## config.mk

```make
export PLATFORM = sky130hd
export DESIGN_NAME = ss_addsub_win
export DESIGN_NICKNAME = d
export VERILOG_FILES = /design/src/rtl/ss_addsub_win.sv
export SDC_FILE = /design/constraint.sdc
export NUM_CORES = 1
export LEC_CHECK = 0
export ABC_AREA = 0
export CAP_MARGIN = 20
export CORE_MARGIN = 10
export CORE_UTILIZATION = 34
export DETAILED_ROUTE_END_ITERATION = 7
export PLACE_DENSITY = 0.55
export SYNTH_ARGS = -nofsm -noshare
export SYNTH_HDL_FRONTEND = slang
export SYNTH_SLANG_ARGS = --single-unit
```

## constraint.sdc

```tcl
create_clock -name CLK -period 9.1 [get_ports CLK]
set_input_delay 1.82 -clock CLK [delete_from_list [all_inputs] [get_ports CLK]]
set_output_delay 1.82 -clock CLK [all_outputs]
set_load 0.01 [all_outputs]
```

## src/rtl/ss_addsub_win.sv

```systemverilog
// Signed stochastic adder/subtractor with per-stream sliding windows.
// Difference counter turns the signed input stream sum into a sign/magnitude bitstream.
module ss_addsub_win #(
  parameter int N   = 6,
  parameter int WIN = 16,
  parameter int CW  = 8,
  localparam int SW = $clog2(N*WIN+1)
) (
  input  logic          CLK,
  input  logic          INIT_n,
  input  logic          EN,
  input  logic          CLR,
  input  logic [N-1:0]  IN,
  input  logic [N-1:0]  SIGN,
  output logic          OUT,
  output logic          SIGN_out,
  output logic [SW-1:0] SUM_POS,
  output logic [SW-1:0] SUM_NEG,
  output logic          WFULL,
  output logic          OVF
);

  localparam int CPW = $clog2(N+1);
  localparam int DW  = CW + $clog2(N) + 1;
  localparam int FW  = $clog2(WIN+1);
  localparam logic signed [DW-1:0] DMAX = DW'((2**(CW-1))-1);
  localparam logic signed [DW-1:0] DMIN = -DMAX;

  logic [N-1:0][WIN-1:0] pwin_q, pwin_d;
  logic [N-1:0][WIN-1:0] nwin_q, nwin_d;
  logic [N-1:0]          pos, neg;
  logic [CPW-1:0]        cp, cn, lp, ln;
  logic [SW-1:0]         spos_q, spos_d;
  logic [SW-1:0]         sneg_q, sneg_d;
  logic signed [CW-1:0]  d_q, d_d;
  logic signed [DW-1:0]  d_ext, emit;
  logic                  out_q, out_d;
  logic                  sgn_q, sgn_d;
  logic                  ovf_q, ovf_d;
  logic [FW-1:0]         fill_q, fill_d;

  always_comb begin
    pos = IN & ~SIGN;
    neg = IN & SIGN;
    cp  = '0;
    cn  = '0;
    lp  = '0;
    ln  = '0;
    for (int n = 0; n < N; n++) begin
      cp = cp + CPW'(pos[n]);
      cn = cn + CPW'(neg[n]);
      lp = lp + CPW'(pwin_q[n][WIN-1]);
      ln = ln + CPW'(nwin_q[n][WIN-1]);
    end
  end

  // emit is +1/-1/0 from the sign of the current count
  always_comb begin
    if (d_q[CW-1])
      emit = '1;
    else if (d_q != '0)
      emit = DW'(1);
    else
      emit = '0;
    d_ext = {{(DW-CW){d_q[CW-1]}}, d_q}
          + {{(DW-CPW){1'b0}}, cp}
          - {{(DW-CPW){1'b0}}, cn}
          - emit;
  end

  always_comb begin
    pwin_d = pwin_q;
    nwin_d = nwin_q;
    spos_d = spos_q;
    sneg_d = sneg_q;
    d_d    = d_q;
    out_d  = out_q;
    sgn_d  = sgn_q;
    ovf_d  = ovf_q;
    fill_d = fill_q;
    if (CLR) begin
      pwin_d = '0;
      nwin_d = '0;
      spos_d = '0;
      sneg_d = '0;
      d_d    = '0;
      out_d  = 1'b0;
      sgn_d  = 1'b0;
      ovf_d  = 1'b0;
      fill_d = '0;
    end else if (EN) begin
      for (int n = 0; n < N; n++) begin
        pwin_d[n] = {pwin_q[n][WIN-2:0], pos[n]};
        nwin_d[n] = {nwin_q[n][WIN-2:0], neg[n]};
      end
      spos_d = spos_q + SW'(cp) - SW'(lp);
      sneg_d = sneg_q + SW'(cn) - SW'(ln);
      out_d  = (d_q != '0);
      sgn_d  = d_q[CW-1];
      if (d_ext > DMAX) begin
        d_d   = DMAX[CW-1:0];
        ovf_d = 1'b1;
      end else if (d_ext < DMIN) begin
        d_d   = DMIN[CW-1:0];
        ovf_d = 1'b1;
      end else begin
        d_d   = d_ext[CW-1:0];
      end
      fill_d = (fill_q == FW'(WIN)) ? fill_q : fill_q + FW'(1);
    end
  end

  always_ff @(posedge CLK or negedge INIT_n) begin
    if (!INIT_n) begin
      pwin_q <= '0;
      nwin_q <= '0;
      spos_q <= '0;
      sneg_q <= '0;
      d_q    <= '0;
      out_q  <= 1'b0;
      sgn_q  <= 1'b0;
      ovf_q  <= 1'b0;
      fill_q <= '0;
    end else begin
      pwin_q <= pwin_d;
      nwin_q <= nwin_d;
      spos_q <= spos_d;
      sneg_q <= sneg_d;
      d_q    <= d_d;
      out_q  <= out_d;
      sgn_q  <= sgn_d;
      ovf_q  <= ovf_d;
      fill_q <= fill_d;
    end
  end

  assign OUT      = out_q;
  assign SIGN_out = sgn_q;
  assign SUM_POS  = spos_q;
  assign SUM_NEG  = sneg_q;
  assign WFULL    = (fill_q == FW'(WIN));
  assign OVF      = ovf_q;

endmodule

```

# [After elaboration in Yosys (flattened, before gate mapping)]
# Index checks and enable logic that the tools add are counted.
[op_classes] n_addsub=28 muxes=25 n_bitwise=3 n_reduce_logical=5 n_eq_ne=2 n_lt_le_gt_ge=2
[ops] operator="two-way mux 96 bit" count=4
[ops] operator="adder 3 x 1 -> 3 bit" count=12
[ops] operator="two-way mux 8 bit" count=4
[ops] operator="two-way mux 7 bit" count=4
[ops] operator="two-way mux 5 bit" count=3
[ops] operator="adder 7 x 3 -> 7 bit" count=2
[ops] operator="subtractor 7 x 3 -> 7 bit" count=2
[ops] operator="adder 2 x 1 -> 3 bit" count=4
[ops] operator="bitwise AND 6 bit" count=2
[ops] operator="greater-than comparator 12 x 8 -> 1 bit (second input constant)" count=1
[ops] operator="less-than comparator 12 x 8 -> 1 bit (second input constant)" count=1
[ops] operator="two-way mux 12 bit" count=1
[ops] operator="subtractor 12 bit" count=1
[ops] operator="subtractor 9 x 4 -> 10 bit" count=1
[ops] operator="adder 8 x 4 -> 9 bit" count=1
[ops] operator="two-way mux 1 bit" count=9
[ops] operator="adder 1 x 1 -> 2 bit" count=4
[ops] operator="nonzero test 8 bit" count=1
[ops] operator="NOT 6 bit" count=1
[ops] operator="adder 5 x 1 -> 5 bit (second input constant)" count=1
[ops] operator="equality test 5 bit (second input constant)" count=1
[ops] operator="AND reduction 2 bit" count=2
[ops] operator="nonzero test 3 bit" count=1
[ops] operator="inequality test 2 bit (second input constant)" count=1
[ops] operator="nonzero test 2 bit" count=1
[totals] ff_bits=222 out_inout_bits=18 wordCells=84 in_bits=16

# [Longest topological paths before layout]
[depth] ltp_word=15 ltp_mapped=27 mapped_depth_nobuf=27

# [Least setup slack after synthesis]
# No wires, ideal clock.
[synth_path] kind="in2reg" startpoint="input SIGN[0]" endpoint="register d_q[2]" setup_slack_ps=1629 path_stages=24 setup_time_ps=126 required_time_ps=8974 n_path_buf=0 arrival_ps=7345 cell_sequence="nand2b_1 fa_1 fa_1 inv_1 ha_1 fa_1 fa_1 fa_1 a21o_1 a21oi_1 inv_1 a21oi_1 nor2_1 nor2_1 xnor2_1 ha_1 a21o_1 a211o_1 a31oi_1 a211o_2 nand2b_1 a31o_1 and2_4 a221o_1"
[synth_between] elab_chain_len=15 word_cells_on_any_way=22 cone_classes="13 x add/sub; 2 x order compare; 4 x mux; 3 x bitwise"
[synth_rtl] item="start: declaration" line_no="14" source="input logic [N-1:0] SIGN,"
[synth_rtl] item="NOT 6 bit" line_no="43" source="pos = IN & ~SIGN;"
[synth_rtl] item="bitwise AND 6 bit" line_no="43"
[synth_rtl] item="adder 1 x 1 -> 2 bit" line_no="50" source="cp = cp + CPW'(pos[n]);"
[synth_rtl] item="adder 2 x 1 -> 3 bit" line_no="50"
[synth_rtl] item="adder 3 x 1 -> 3 bit (3 in a row)" line_no="50"
[synth_rtl] item="adder 8 x 4 -> 9 bit" line_no="66" source="+ {{(DW-CPW){1'b0}}, cp}"
[synth_rtl] item="subtractor 9 x 4 -> 10 bit (*)" line_no="67" source="- {{(DW-CPW){1'b0}}, cn}"
[synth_rtl] item="subtractor 12 bit (*)" line_no="68" source="- emit;"
[synth_rtl] item="less-than comparator 12 x 8 -> 1 bit" line_no="103" source="end else if (d_ext < DMIN) begin"
[synth_rtl] item="two-way mux 8 bit" line_no="103"
[synth_rtl] item="two-way mux 8 bit (*)" line_no="100" source="if (d_ext > DMAX) begin"
[synth_rtl] item="two-way mux 8 bit (*)" line_no="91" source="end else if (EN) begin"
[synth_rtl] item="two-way mux 8 bit (*)" line_no="81" source="if (CLR) begin"
[synth_rtl] item="end signal: assignment" line_no="119" source="d_q <= '0;"
[synth_rtl] item="end signal: assignment" line_no="129" source="d_q <= d_d;"
[synth_rtl] item="end: declaration" line_no="35" source="logic signed [CW-1:0] d_q, d_d;"
# Mark *: on every way between the ends. The rest lies on a longest branch, timed or not. The select of a mux whose other input is x is not followed.
# A chain may end at the register's enable or synchronous reset.

# [Worst setup path after layout]
[layout_path] startpoint="input SIGN[3]" endpoint="register d_q[2]"
[layout_between] elab_chain_len=13 word_cells_on_any_way=18 cone_classes="9 x add/sub; 2 x order compare; 4 x mux; 3 x bitwise"
[layout_rtl] item="NOT 6 bit" line_no="43"
[layout_rtl] item="bitwise AND 6 bit" line_no="43"
[layout_rtl] item="adder 3 x 1 -> 3 bit (3 in a row)" line_no="50"
[layout_rtl] item="adder 8 x 4 -> 9 bit" line_no="66"
[layout_rtl] item="subtractor 9 x 4 -> 10 bit (*)" line_no="67"
[layout_rtl] item="subtractor 12 bit (*)" line_no="68"
[layout_rtl] item="less-than comparator 12 x 8 -> 1 bit" line_no="103"
[layout_rtl] item="two-way mux 8 bit" line_no="103"
[layout_rtl] item="two-way mux 8 bit (*)" line_no="100"
[layout_rtl] item="two-way mux 8 bit (*)" line_no="91"
[layout_rtl] item="two-way mux 8 bit (*)" line_no="81"
# Marked as above.

==> impl_metrics.py <==
metrics = {
    "run_status": {
        "status": "completed",
    },
    "layout": {
        "final_util_pct": 39.3,
        "multi_input_area_um2": 5130,
        "final_common_cell": "nor2_1",
        "fill_cells": 3153,
        "nets": 1112,
        "area_growth_pct": 14.6,
        "layout-drive-gt1-share_pct": 5.84,
        "seq_area_um2": 5560,
        "final_cell_mix": "228 x nor2_1, 222 x dfrtp_1, 196 x mux2i_1, 72 x inv_1, 43 x ha_1",
        "antenna_cells": 0,
    },
    "synthesis": {
        "synth_edf_count": 0,
        "synth_top_family_by_area": "multiplexers",
        "syn_area_um2": 11100,
        "netlist_instances": 1010,
        "seq_area_frac_synth_pct": 49.9,
        "yosys_most_used_dff": "dfrtp_1",
        "ys_seq_elements": 222,
        "synth_mux_area_share_pct": 17.7,
        "yosys.area_share.adder_pct": 9.86,
        "synth_cell_type_count": 49,
        "async_reset_ff_share_pct": 100,
        "syn-num-nets": 1097,
        "synth_compound_area_share_pct": 4.64,
        "synth-simple-area-share_pct": 11.2,
        "yosysWarnings": 0,
        "avgSynthCellArea_um2": 11.0,
        "synth_xor_area_share_pct": 2.59,
    },
    "global_routing": {
        "grt_util_all_layers_pct": 9.92,
        "grt_pass1_vias": 6909,
        "antenna_found_initial": 0,
        "grt_max_degree": 118,
        "grt_overflow_total": 0,
        "grt_pass1_wl_mm": 34.9,
    },
    "clocking": {
        "postCtsResizedCells": 0,
        "cts_buffer_depth": 3,
        "htreeDepth": 1,
        "clk_pin_slew_ns": 0.06,
        "cts_tree": "yes",
        "cts_hold_buf": 0,
        "cts.sinks": 222,
        "root_buffer": "clkbuf_16",
        "clock_latency_ns": 0.53,
        "cts_made_buffers": 26,
        "post_cts_buffers": 0,
    },
    "timing": {
        "drv_slew": 0,
        "rsz0062_at_grt": "false",
        "worst_hold_slack_ns": 0.497,
        "finalSetupViolCount": 0,
        "slew_headroom_pct": 28.8,
        "period_share_pct": 85.9,
        "post-route-min-period_ns": 7.82,
        "max_freq_mhz": 128,
        "worst_pin_slew_ns": 1.07,
        "setup-tns-final_ns": 0,
        "hold_viol": 0,
        "skew_ns": 0.0189,
    },
    "worst_setup_path": {
        "cp.arrival_ns": 8.22,
        "crit_required_ns": 9.50,
        "cp_max_fo": 6,
        "cp-start-kind": "input port",
        "worst-setup-path-type": "in -> reg",
        "r2r.worst_path.cells": 17,
        "cp-end-kind": "flop",
    },
    "route": {
        "wl_met2_mm": 9.13,
        "vias": 6839,
        "dr_wl_met3_um": 678,
        "drc": 0,
        "top_layer": "met4",
        "ant_nets": 0,
        "drt_iter0_markers": 545,
        "dr.pass1.iters": 4,
        "vias_per_cell": 4.60,
        "wl_mm": 19.9,
        "post_drt_wl_per_cell_um": 13.4,
        "wl_met1_mm": 9.77,
    },
    "power_and_ir_drop": {
        "total_power_mw": 3.99,
        "power_leakage_nw": 6.38,
        "cellPowerDensity_nw_per_um2": 313,
        "ir_drop_uv": 461,
    },
    "place": {
        "place.gp.congestion": 0.768,
        "dp_hpwl_mm": 12.3,
        "io_buffers": 33,
    },
    "die": {
        "coreArea_um2": 32500,
        "ioPinCount": 34,
        "die_w_um": 201,
        "rows": 66,
        "dieArea_um2": 40400,
        "initial_core_util_pct": 34.3,
        "die_h_um": 201,
    },
    "hold_path": {
        "hold_path_depth": 2,
        "hold_path_class": "reg -> reg",
    },
    "run": {
        "cap_viol_max_count": 0,
    },
}
worst paths after layout:
kind	start	endpoint	slack, ns
worst max-delay path	SIGN[3]	d_q[2]	1.28
worst min-delay path	OVF	OVF	0.50
max in group asynchronous	INIT_n	nwin_q[76]	6.39
min in group asynchronous	INIT_n	pwin_q[88]	1.29
worst min register to register	OVF	OVF	0.50
worst max register to register	nwin_q[31]	SUM_NEG[6]	4.60
logic make-up (layout without fill, tap and decap cells):
logic type      count (synthesis)  in the layout
simple gates                  293            293
flops                         222            222
mux                           197            197
buf+inv                       122            157
compound gates                 72             72
fa+ha+maj                      71             71
xor+xnor                       33             33
flip-flops by register name, indices dropped and copies added (netlist names):
register  cells
SUM_POS       7
nwin_q       96
SIGN_out      1
d_q           8
fill_q        5
SUM_NEG       7
pwin_q       96
OVF           1
OUT           1
power by group:
group / internal, mW / total (mW) / switching [mW] / leakage, nW
clock network: 0.628 / 1.04 / 0.409 / 0.431
logic: 0.817 / 1.89 / 1.08 / 2.87
registers: 1.03 / 1.07 / 0.0342 / 3.08
critical path: stages:
cell and delay [ns]:
clkdlybuf4s50_1 0.51, nand2b_1 0.22, fa_1 0.49, fa_1 0.54, inv_1 0.04, ha_1 0.20
fa_1 0.49, fa_1 0.53, fa_1 0.47, a21o_1 0.19, a21oi_1 0.21, inv_1 0.06
a21oi_1 0.14, nor2_1 0.06, nor2_1 0.12, xnor2_1 0.14, ha_1 0.33, a21o_1 0.21
a211o_1 0.29, a31oi_1 0.22, a211o_2 0.17, nand2b_1 0.07, a31o_1 0.24, and2_4 0.18
a221o_1 0.26
per-stage QoR:
step	setup WS (ns)	instance area, µm²	std cells
2_1_floorplan	1.63	11100	1010
3_3_place_gp	0.753	11900	1439
3_5_place_dp	0.728	11900	1439
4_1_cts	1.24	12800	1487
5_1_grt	0.888	12800	1487
6_report	1.28	12800	1487
area by class of cell:
cell class	count	share of cell area [%]
clock inverters	9	0.706
flip-flops and latches	222	43.5
well taps	442	4.33
clock buffers	39	6.18
multi-input cells	666	40.1
inverters	72	2.12
repair buffers	37	3.01
cell usage after synthesis (5+ instances only):
cell	number	share of area (%)
mux2i_1	196	18
fa_1	28	5.0
nand2_1	15	0.51
nand2b_1	18	1.0
buf_1	26	0.88
xnor2_1	18	1.4
inv_1	72	2.4
xor2_1	15	1.2
a21oi_1	25	1.1
ha_1	43	4.8
a21o_1	9	0.61
nand3b_1	7	0.47
clkbuf_1	24	0.81
nor2_1	228	7.7
dfrtp_1	222	50
a221o_1	5	0.45
per-layer routing:
| layer | GRT usage [%] | vias to the layer above |
|---|---|---|
| li1 | - | 3383 |
| met1 | 13.8 | 3367 |
| met2 | 15.6 | 63 |
| met3 | 1.81 | 26 |
| met4 | 2.49 | 0 |
| met5 | 0 | - |
(Power assumes the default switching activity.)
